$ cat src/rtl/commit_fence_sequencer_if.sv
// Request/commit handshake between the commit stage (master) and the fence sequencer (slave).
// Signal suffixes are written from the sequencer's point of view.
interface commit_fence_sequencer_if;
    logic       req_valid_i;
    logic [1:0] req_op_i;
    logic       req_ready_o;
    logic       done_o;
    logic [1:0] done_op_o;

    modport slave (
        input  req_valid_i,
        input  req_op_i,
        output req_ready_o,
        output done_o,
        output done_op_o
    );

    modport master (
        output req_valid_i,
        output req_op_i,
        input  req_ready_o,
        input  done_o,
        input  done_op_o
    );
endinterface

$ cat src/rtl/commit_fence_sequencer.sv
// Sequences FENCE / FENCE.I / SFENCE.VMA / D$-flush retirements: drain the store buffer,
// then D$, I$ and TLB flush handshakes, then a one-cycle commit acknowledge.
module commit_fence_sequencer #(
    parameter int DRAIN_TIMEOUT = 1024,
    parameter int CNT_W         = 32
) (
    input  logic                       clk_i,
    input  logic                       rst_i,
    commit_fence_sequencer_if.slave    cmt,
    input  logic                       halt_i,
    input  logic                       no_st_pending_i,
    output logic                       dcache_flush_o,
    input  logic                       dcache_flush_ack_i,
    output logic                       icache_flush_o,
    input  logic                       icache_flush_ack_i,
    output logic                       tlb_flush_o,
    output logic                       busy_o,
    output logic                       timeout_o,
    output logic [CNT_W-1:0]           busy_cycles_o
);

    localparam logic [1:0] OP_FENCE        = 2'd0;
    localparam logic [1:0] OP_FENCE_I      = 2'd1;
    localparam logic [1:0] OP_SFENCE_VMA   = 2'd2;
    localparam logic [1:0] OP_FLUSH_DCACHE = 2'd3;

    localparam int              DCNT_W    = $clog2(DRAIN_TIMEOUT + 1);
    localparam logic [DCNT_W-1:0] DRAIN_MAX = DCNT_W'(DRAIN_TIMEOUT);

    typedef enum logic [2:0] {
        S_IDLE,
        S_DRAIN,
        S_DFLUSH,
        S_IFLUSH,
        S_TLB,
        S_DONE
    } state_e;

    state_e             state_q, state_d;
    logic [1:0]         op_q, op_d;
    logic [DCNT_W-1:0]  drain_cnt_q, drain_cnt_d;
    logic               timeout_q, timeout_d;
    logic [CNT_W-1:0]   busy_cnt_q, busy_cnt_d;

    // NOTE: every signal gets a default before the case so no path leaves it unassigned (no latches).
    always_comb begin
        state_d         = state_q;
        op_d            = op_q;
        drain_cnt_d     = drain_cnt_q;
        timeout_d       = timeout_q;
        cmt.req_ready_o = 1'b0;
        cmt.done_o      = 1'b0;
        cmt.done_op_o   = 2'd0;
        dcache_flush_o  = 1'b0;
        icache_flush_o  = 1'b0;
        tlb_flush_o     = 1'b0;

        unique case (state_q)
            S_IDLE: begin
                cmt.req_ready_o = !halt_i;
                if (cmt.req_valid_i && !halt_i) begin
                    op_d        = cmt.req_op_i;
                    drain_cnt_d = '0;
                    state_d     = S_DRAIN;
                end
            end
            S_DRAIN: begin
                if (no_st_pending_i) begin
                    state_d = (op_q == OP_SFENCE_VMA) ? S_TLB : S_DFLUSH;
                end else begin
                    if (drain_cnt_q != DRAIN_MAX) begin
                        drain_cnt_d = drain_cnt_q + DCNT_W'(1);
                    end
                    // Sticky debug flag; the sequence keeps waiting for the drain.
                    if (drain_cnt_d == DRAIN_MAX) begin
                        timeout_d = 1'b1;
                    end
                end
            end
            S_DFLUSH: begin
                dcache_flush_o = 1'b1;
                if (dcache_flush_ack_i) begin
                    state_d = (op_q == OP_FENCE_I) ? S_IFLUSH : S_DONE;
                end
            end
            S_IFLUSH: begin
                icache_flush_o = 1'b1;
                if (icache_flush_ack_i) begin
                    state_d = S_DONE;
                end
            end
            S_TLB: begin
                tlb_flush_o = 1'b1;
                state_d     = S_DONE;
            end
            S_DONE: begin
                cmt.done_o    = 1'b1;
                cmt.done_op_o = op_q;
                state_d       = S_IDLE;
            end
            default: state_d = S_IDLE;
        endcase
    end

    assign busy_o        = (state_q != S_IDLE);
    assign timeout_o     = timeout_q;
    assign busy_cycles_o = busy_cnt_q;

    always_comb begin
        busy_cnt_d = busy_cnt_q;
        if (busy_o && (busy_cnt_q != '1)) begin
            busy_cnt_d = busy_cnt_q + CNT_W'(1);
        end
    end

    // NOTE: state registers use non-blocking assignments so all flops update together at the edge.
    always_ff @(posedge clk_i) begin
        if (rst_i) begin
            state_q     <= S_IDLE;
            op_q        <= OP_FENCE;
            drain_cnt_q <= '0;
            timeout_q   <= 1'b0;
            busy_cnt_q  <= '0;
        end else begin
            state_q     <= state_d;
            op_q        <= op_d;
            drain_cnt_q <= drain_cnt_d;
            timeout_q   <= timeout_d;
            busy_cnt_q  <= busy_cnt_d;
        end
    end

    logic unused_op;
    assign unused_op = (OP_FLUSH_DCACHE == OP_FENCE);

endmodule

$ cat src/flat_wrapper.sv
// flat-port wrapper written by rule: the top's interface ports become plain ports
module commit_fence_sequencer_flat 
#(
    parameter int DRAIN_TIMEOUT = 1024,
    parameter int CNT_W         = 32
)
  (clk_i, rst_i, halt_i, no_st_pending_i, dcache_flush_o, dcache_flush_ack_i, icache_flush_o, icache_flush_ack_i, tlb_flush_o, busy_o, timeout_o, busy_cycles_o, cmt_req_valid_i, cmt_req_op_i, cmt_req_ready_o, cmt_done_o, cmt_done_op_o);
  commit_fence_sequencer_if cmt_i ();
  input  logic clk_i;
  input  logic rst_i;
  input  logic halt_i;
  input  logic no_st_pending_i;
  output logic dcache_flush_o;
  input  logic dcache_flush_ack_i;
  output logic icache_flush_o;
  input  logic icache_flush_ack_i;
  output logic tlb_flush_o;
  output logic busy_o;
  output logic timeout_o;
  output logic [CNT_W-1:0] busy_cycles_o;
  input wire logic [$bits(cmt_i.req_valid_i)-1:0] cmt_req_valid_i;
  input wire logic [$bits(cmt_i.req_op_i)-1:0] cmt_req_op_i;
  output wire logic [$bits(cmt_i.req_ready_o)-1:0] cmt_req_ready_o;
  output wire logic [$bits(cmt_i.done_o)-1:0] cmt_done_o;
  output wire logic [$bits(cmt_i.done_op_o)-1:0] cmt_done_op_o;
  assign cmt_i.req_valid_i = cmt_req_valid_i;
  assign cmt_i.req_op_i = cmt_req_op_i;
  assign cmt_req_ready_o = cmt_i.req_ready_o;
  assign cmt_done_o = cmt_i.done_o;
  assign cmt_done_op_o = cmt_i.done_op_o;
  commit_fence_sequencer #(.DRAIN_TIMEOUT(DRAIN_TIMEOUT), .CNT_W(CNT_W)) u_core (.clk_i(clk_i), .rst_i(rst_i), .cmt(cmt_i), .halt_i(halt_i), .no_st_pending_i(no_st_pending_i), .dcache_flush_o(dcache_flush_o), .dcache_flush_ack_i(dcache_flush_ack_i), .icache_flush_o(icache_flush_o), .icache_flush_ack_i(icache_flush_ack_i), .tlb_flush_o(tlb_flush_o), .busy_o(busy_o), .timeout_o(timeout_o), .busy_cycles_o(busy_cycles_o));
endmodule
$ cat config.mk
export PLATFORM = sky130hd
export DESIGN_NAME = commit_fence_sequencer_flat
export DESIGN_NICKNAME = d
export VERILOG_FILES = /design/src/rtl/commit_fence_sequencer_if.sv /design/src/rtl/commit_fence_sequencer.sv /design/src/flat_wrapper.sv
export SDC_FILE = /design/constraint.sdc
export NUM_CORES = 1
export LEC_CHECK = 0
export ABC_CLOCK_PERIOD_IN_PS = 4000
export BUFFER_PORTS_ARGS = -buffer_cell sky130_fd_sc_hd__buf_4
export CAP_MARGIN = 20
export CORE_MARGIN = 2
export CORE_UTILIZATION = 60
export DETAILED_ROUTE_END_ITERATION = 6
export PLACE_DENSITY = 0.84
export SYNTH_ARGS = -nofsm -noshare
export SYNTH_HDL_FRONTEND = slang
export SYNTH_SLANG_ARGS = --single-unit
$ cat constraint.sdc
create_clock -name clk_i -period 4 [get_ports clk_i]
set_input_delay 1.2 -clock clk_i [delete_from_list [all_inputs] [get_ports clk_i]]
set_output_delay 1.2 -clock clk_i [all_outputs]
set_load 0.03 [all_outputs]
Word level (Yosys, flattened, before mapping)
Cells that the tools add are included.
{ "classes": {"muxes": 19, "n_bitwise": 1, "eq_ne": 15, "reduce_logical": 10, "addsub": 2} }
{ "op_table": {"columns": ["operator", "count"], "rows": [
  ["$mux W11", 5],
  ["$add A32 B1 Y32 const B", 1],
  ["$ne A32 B32 Y1 const B", 1],
  ["$pmux W11 S2", 1],
  ["$mux W3", 6],
  ["$pmux W3 S5", 1],
  ["$add A11 B1 Y11 const B", 1],
  ["$eq A11 B11 Y1 const B", 1],
  ["$ne A11 B11 Y1 const B", 1],
  ["$ne A2 B2 Y1 const B", 4],
  ["$eq A3 B2 Y1 const B", 2],
  ["$eq A3 B3 Y1 const B", 2],
  ["$reduce_and A3 Y1", 2],
  ["$mux W1", 5],
  ["$reduce_and A4 Y1", 1],
  ["$eq A3 B1 Y1 const B", 1],
  ["$logic_not A3 Y1", 1],
  ["$reduce_bool A3 Y1", 1],
  ["$eq A2 B1 Y1 const B", 1],
  ["$eq A2 B2 Y1 const B", 1],
  ["$logic_and A1 B1 Y1", 2],
  ["$mux W2", 1],
  ["$ne A2 B1 Y1 const B", 1],
  ["$reduce_and A2 Y1", 1],
  ["3 further kinds", 3]
]} }
{ "totals": {"out_inout_bits": 41, "ff_bits": 49} }

Depth between registers and ports, before layout
Gate-level depths: netlist of run 1.
{ "depth": {"ltp_word": 6, "depth_mapped": 9, "mapped_depth_nobuf": 7} }

Worst setup path before layout of run 1
OpenSTA, ideal clock, no wires.
{ "synth_path": {"path_kind": "input-to-reg", "start": "input no_st_pending_i", "end": "register u_core.timeout_q, in the netlist u_core.timeout_o", "cell_stages": 5, "path_buffers": 1, "setup_ns": 0.088, "path_slack_ns": 1.084, "arrival_ns": 2.828, "cell_sequence": "or4b_1 buf_2 or3_1 or4_1 o32ai_2"} }
{ "synth_between": {"elab_chain_cells": 2} }
{ "synth_rtl": {"columns": ["item", "line_no", "text"], "rows": [
  ["start: declaration", "flat_wrapper.sv:12", "input logic no_st_pending_i;"],
  ["$not A1 Y1 (no line)", null, null],
  ["$reduce_and A3 Y1 (no line)", null, null],
  ["end signal: assignment", "commit_fence_sequencer.sv:128", "timeout_q <= timeout_d;"],
  ["end: declaration", "commit_fence_sequencer.sv:42", "logic timeout_q, timeout_d;"]
]} }
No other way between the ends.
A chain may end at the register's enable or synchronous reset.

Final worst setup path of run 1
{ "layout_path": {"start": "register u_core.state_q[0]", "end": "output cmt_req_ready_o"} }
{ "layout_between": {"elab_chain_cells": 2} }
{ "layout_rtl": {"columns": ["item", "line_no", "text"], "rows": [
  ["start: declaration", "commit_fence_sequencer.sv:39", "state_e state_q, state_d;"],
  ["start signal: assignment", "commit_fence_sequencer.sv:125", "state_q <= state_d;"],
  ["$logic_not A3 Y1", "commit_fence_sequencer.sv:58", "unique case (state_q)"],
  ["$mux W1", "commit_fence_sequencer.sv:58", null],
  ["end: declaration", "flat_wrapper.sv:23", "output wire logic [$bits(cmt_i.req_ready_o)-1:0] cmt_req_ready_o;"]
]} }
No other way between the ends.

==> summary.md, run 1 <==
| Metric | Value |
|---|---|
| Overall Power | 1.149 mW |
| # H-tree levels | 2 |
| Post-Syn Area per Cell | 7.776 um2 |
| Root Driver | clkbuf_8 |
| Die W | 72.12 um |
| Final setup viols | 0 |
| # clock sinks | 49 |
| Setup ws final | 894.9 ps |
| Top-area cell type share of the netlist area | 35.24% |
| Ys async rst share | 0% |
| Post-cts resize count | 0 |
| Area of the mapped netlist | 0.002784 mm2 |
| Peak Freq | 0.3221 GHz |
| Worst-Skew Late Latency | 310 ps |
| Total grt overflow | 0 |
| CP startpoint kind | flop |
| Area growth syn-to-layout | 16.22% |
| Core ar. | 0.004414 mm2 |
| Diode count | 0 |
| Clock Path Buffers | 2 |
| Residual DRC count | 0 |
| Fin Hold WS | 474.2 ps |
| Largest net degree at the start of global routing | 55 |
| Top FF cell, synth | dfxtp_1 |
| Layout Skew | 7.904 ps |
| Fin. Hold Viols | 0 |
| GRT Overall Usage | 27.22% |
| Data required time of the worst path | 2800 ps |
| Vias in the first global route | 2522 |
| Die ar. | 0.005201 mm2 |
| EDFF count, synth | 0 |
| Worst Tran Pin Value | 954.6 ps |
| Final period util | 77.63% |
| First-pass GRT wire length | 11.50 mm |
| Hold crit path type | reg2reg |
| Port Buffer Count | 49 |
| RSZ-0062 raised after global routing | no |
| Final net count | 404 |
| Max VDD drop | 0.3496 mV |
| CP Capture Type | output pin |
| Final Critical Period | 3105 ps |
| WL per Instance | 15.14 um |
| Via-per-instance ratio | 6.443 |
| Unique masters post-synth | 43 |
| Synth top area cells | dfxtp_1, a21oi_1, o21ai_0 |
| FP Rows | 24 |
| Slew Limit Headroom | 36.19% |
| Die height | 72.12 um |
| CP max FO | 12 |
| CTS tree | yes |
| Detailed Route WL | 6.737 mm |
| DRT antenna net count | 0 |
| Initial Utilization | 63.07% |
| Synth Register Bits | 49 |
| Util after Layout | 73.30% |
| Leak | 1.134 nW |
| Sum of negative setup slack | 0 ps |
| Max Slew Vio Count | 0 |
| Clk pin slew, worst setup/hold paths | 90 ps |
| Cell taking the most area after synthesis | dfxtp_1 |
| Power per cell area | 355.1 mW/mm2 |
| Warnings, synthesis | 0 |
| Via count | 2867 |
| DR iter-0 viols | 257 |
| Top cells by count, synth | dfxtp_1, a21oi_1, nor2_1 |
| Drt pass-1 iters | 5 |
| Setup Buffers After CTS | 0 |
| Detailed Place HPWL | 4.581 mm |
| Status | finished, final reports clean |
| Syn nets | 370 |
| Routability cong. | 0.8552 |
| Ports | 50 |
| Synthesized instance count | 358 |
| Share of layout cells above drive strength 1 | 18.32% |
| Crit path DAT | 1910 ps |
| Max-cap violations | 0 |
| Initial antenna violation count | 0 |
| Most numerous cell in the Yosys netlist | dfxtp_1 |
| Place WS | 859.9 ps |
| Total clock buffers created by CTS | 5 |
| Hold_buf cts | 0 |
| Seq/Total Area, Yosys | 35.24% |
| Kind of critical path | reg2out |
## area by class of cell
type                    count  area (um2)
clock buffers               7       96.34
clock inverters             1       5.005
fillers                   352        1179
inverters                   7       26.28
multi-input cells         277        1672
flip-flops and latches     49       980.9
well taps                  52       65.06
repair buffers             52       390.4
## per-stage QoR
step	cell area, um2	cells
2_1_floorplan	2784	358
3_5_place_dp	3134	437
5_1_grt	3236	445
6_report	3236	445
3_3_place_gp	3134	437
4_1_cts	3236	445
## critical path, cell delays in order (launching register included)
cell	delay (ps)
dfxtp_1	420
nor3_1	530
inv_1	320
nor2_1	160
buf_4	170
## placed cells by master (no fill, tap or decap), drive strengths merged, types with 14 or more instances in the layout
cell type	Yosys	layout
o21ai	27	27
a21oi	38	38
nand4	16	16
nor2	27	27
or3	18	18
nand2	24	24
nand3	14	14
buf	4	52
dfxtp	49	49
## sequential cells by signal, summed over array words and instances (netlist names)
name	count
u_core.drain_cnt_q	11
u_core.timeout_o	1
u_core.op_q	2
u_core.busy_cycles_o	32
u_core.state_q	3
## power breakdown
part           internal [mW]  switching [mW]  leakage (nW)
Clock                  0.157           0.167        0.0542
Combinational          0.103           0.172         0.685
Sequential             0.508          0.0419         0.395
## cell families after synthesis
family          count (synthesis)  synth area share [%]
xor+xnor                        2                0.6293
flops                          49                 35.24
buf+inv                        32                 4.719
simple gates                  170                 34.56
compound gates                 92                 19.69
mux                            10                 3.820
fa+ha+maj                       3                 1.348
## worst paths after layout
check / cells past startpoint / endpoint / startpoint / slack (ps)
min: 2 / u_core.timeout_o / u_core.timeout_o / 470
max reg2reg: 6 / u_core.busy_cycles_o[29] / u_core.state_q[0] / 1330
min reg2reg: 2 / u_core.timeout_o / u_core.timeout_o / 470
max: 4 / cmt_req_ready_o / u_core.state_q[0] / 890
## layer usage
layer / vias to the layer above / track usage (%) / share of wire, %
li1: 1406 / - / -
met1: 1362 / 35.21 / 46
met2: 86 / 45.97 / 48
met3: 13 / 4.861 / 5.0
met4: 0 / 9.015 / 1.5
met5: - / 0 / 0
Power figures use the tool's default switching activity.
==> inputs of run 2 (changes only) <==
--- a/config.mk
+++ b/config.mk
@@ -5,13 +5,13 @@
 export SDC_FILE = /design/constraint.sdc
 export NUM_CORES = 1
 export LEC_CHECK = 0
-export ABC_CLOCK_PERIOD_IN_PS = 4000
+export ABC_CLOCK_PERIOD_IN_PS = 3200
 export BUFFER_PORTS_ARGS = -buffer_cell sky130_fd_sc_hd__buf_4
 export CAP_MARGIN = 20
 export CORE_MARGIN = 2
-export CORE_UTILIZATION = 60
+export CORE_UTILIZATION = 56
 export DETAILED_ROUTE_END_ITERATION = 6
-export PLACE_DENSITY = 0.84
+export PLACE_DENSITY = 0.79
 export SYNTH_ARGS = -nofsm -noshare
 export SYNTH_HDL_FRONTEND = slang
 export SYNTH_SLANG_ARGS = --single-unit
==> constraint.sdc (replaced) <==
create_clock -name clk_i -period 3.2 [get_ports clk_i]
set_input_delay 0.96 -clock clk_i [delete_from_list [all_inputs] [get_ports clk_i]]
set_output_delay 0.96 -clock clk_i [all_outputs]
set_load 0.03 [all_outputs]
==> summary.md, run 2 (same netlist as run 1, synthesis figures left out) <==
| Metric | Value |
|---|---|
| Drt pass-1 iters | 4 (was 5) |
| # H-tree levels | 2 (unchanged) |
| Hold path start | u_core.busy_cycles_o[27] (was u_core.timeout_o) |
| Most common cell after layout, fill and taps aside | buf_4 (unchanged) |
| Max VDD drop | 0.3982 mV (was 0.3496 mV) |
| CP startpoint kind | flop (unchanged) |
| Overall Power | 1.501 mW (was 1.149 mW) |
| Die ar. | 0.005551 mm2 (was 0.005201 mm2) |
| DRT antenna net count | 0 (unchanged) |
| Clk pin slew, worst setup/hold paths | 90 ps (about the same) |
| Kind of critical path | reg2out (unchanged) |
| Register cell area after layout | 980.9 um2 (unchanged) |
| Depth of the most critical reg-to-reg path | 7 (was 6) |
| Initial Utilization | 58.55% (was 63.07%) |
| FP Rows | 25 (was 24) |
| Data required time of the worst path | 2240 ps (was 2800 ps) |
| Diode count | 0 (unchanged) |
| Setup ws final | 361.5 ps (was 894.9 ps) |
| Crit path DAT | 1880 ps (was 1910 ps) |
| Power per cell area | 455.9 mW/mm2 (was 355.1 mW/mm2) |
| CP Capture Type | output pin (unchanged) |
| Area growth syn-to-layout | 18.25% (was 16.22%) |
| # clock sinks | 49 (unchanged) |
| Status | finished, final reports clean (unchanged) |
| Final Critical Period | 2838 ps |
| Detailed Place HPWL | 4.641 mm (was 4.581 mm) |
| Multi-input logic area | 0.001672 mm2 (unchanged) |
| CTS tree | yes (unchanged) |
| Clock Path Buffers | 2 (unchanged) |
| R2r startpoint | u_core.state_q[0] (unchanged) |
| Final period util | 88.70% |
| GRT met1 Usage | 34.86% (was 35.21%) |
| First-pass GRT wire length | 10.89 mm (was 11.50 mm) |
| Residual DRC count | 0 (unchanged) |
| Largest net degree at the start of global routing | 54 (was 55) |
| Worst Tran Pin Value | 758.4 ps (was 954.6 ps) |
| Grt met2 use | 38.94% (was 45.97%) |
| WL per Instance | 14.44 um (was 15.14 um) |
| Post-cts resize count | 0 (unchanged) |
| Final setup viols | 0 (unchanged) |
| Fin. Hold Viols | 0 (unchanged) |
| Max reg flops | 32 (unchanged) |
| Hold crit path type | reg2reg (unchanged) |
| Max Slew Vio Count | 0 (unchanged) |
| Share of layout cells above drive strength 1 | 18.69% (was 18.32%) |
| Core ar. | 0.004755 mm2 (was 0.004414 mm2) |
| Setup Buffers After CTS | 0 (unchanged) |
| Peak Freq | 0.3523 GHz |
| Via count | 2881 (was 2867) |
| Detailed Route WL | 6.685 mm (was 6.737 mm) |
| Gr busiest metal | met2 (unchanged) |
| GRT Overall Usage | 24.90% (was 27.22%) |
| Routability cong. | 0.8330 (was 0.8552) |
| Most frequent cells in the layout | buf_4, dfxtp_1, a21oi_1, nor2_1, o21ai_0 (unchanged) |
| Layout Skew | 14.11 ps (was 7.904 ps) |
| Total clock buffers created by CTS | 5 (unchanged) |
| Max-cap violations | 0 (unchanged) |
| Via-per-instance ratio | 6.222 (was 6.443) |
| CP max FO | 12 (unchanged) |
| Worst-Skew Late Latency | 310 ps (about the same) |
| Port Buffer Count | 49 (unchanged) |
| Die height | 74.51 um (was 72.12 um) |
| Die W | 74.51 um (was 72.12 um) |
| Slew Limit Headroom | 48.73% (was 36.19%) |
| Place WS | 461.9 ps (was 859.9 ps) |
| Worst setup path start | u_core.state_q[0] (unchanged) |
| Hold_buf cts | 0 (unchanged) |
| Final net count | 407 (was 404) |
| Vias in the first global route | 2306 (was 2522) |
| Leak | 1.153 nW (was 1.134 nW) |
| Ports | 50 (unchanged) |
| DR iter-0 viols | 205 (was 257) |
| RSZ-0062 raised after global routing | no (unchanged) |
| Initial antenna violation count | 0 (unchanged) |
| WHS Path Cells | 2 (unchanged) |
| # fillers | 431 (was 352) |
| Fin Hold WS | 506.0 ps (was 474.2 ps) |
| Total grt overflow | 0 (unchanged) |
| Root Driver | clkbuf_8 (unchanged) |
| Sum of negative setup slack | 0 ps (unchanged) |
| GR Layer Usage met3 | 5.691% (was 4.861%) |
==> run 2: changes by cell type in the layout (fill, tap and decap cells not counted) <==
cell	previous run	this run
buf_4	52	55
bufinv_16	0	1
clkbuf_8	7	6
clkbuf_1	0	1
clkinv_2	1	0
==> run 2: layer usage <==
metal	vias up	share of wire [%]
li1	1422	-
met5	-	0
met3	8	5.9
met1	1368	46
met4	0	1.3
met2	83	46
==> run 2: area by class of cell <==
type | instances | share of cell area, %
multi-input combinational | 277 | 50.78
sequential | 49 | 29.80
timing repair buffer | 55 | 12.54
clock buffer | 7 | 2.623
tap | 67 | 2.547
clock inverter | 1 | 0.9122
inverter | 7 | 0.7982
==> run 2: report_power, final <==
part / total (mW) / switching (mW) / leakage (nW) / internal (mW)
clock: 0.463 / 0.208 / 0.0585 / 0.255
sequential: 0.688 / 0.0532 / 0.395 / 0.635
combinational: 0.349 / 0.217 / 0.699 / 0.132
total: 1.50 / 0.478 / 1.15 / 1.02
==> run 2: stage by stage <==
stage | util (%) | cells | area [um2]
after floorplan | - | 358 | 2784
after global placement | 66.79 | 455 | 3176
after global routing | 69.24 | 463 | 3292
after CTS | 69.24 | 463 | 3292
after detailed placement | 66.79 | 455 | 3176
final | 69.24 | 463 | 3292
==> run 2: critical path, cell delays in order (launching register included) <==
cell,delay (ps)
dfxtp_1,410
nor3_1,510
inv_1,320
nor2_1,160
buf_4,170
==> run 2: worst paths after layout <==
check	to	slack [ps]
hold / removal	u_core.busy_cycles_o[27]	510
hold reg to reg	u_core.busy_cycles_o[27]	510
setup / recovery	cmt_req_ready_o	360
setup reg to reg	u_core.busy_cycles_o[25]	690
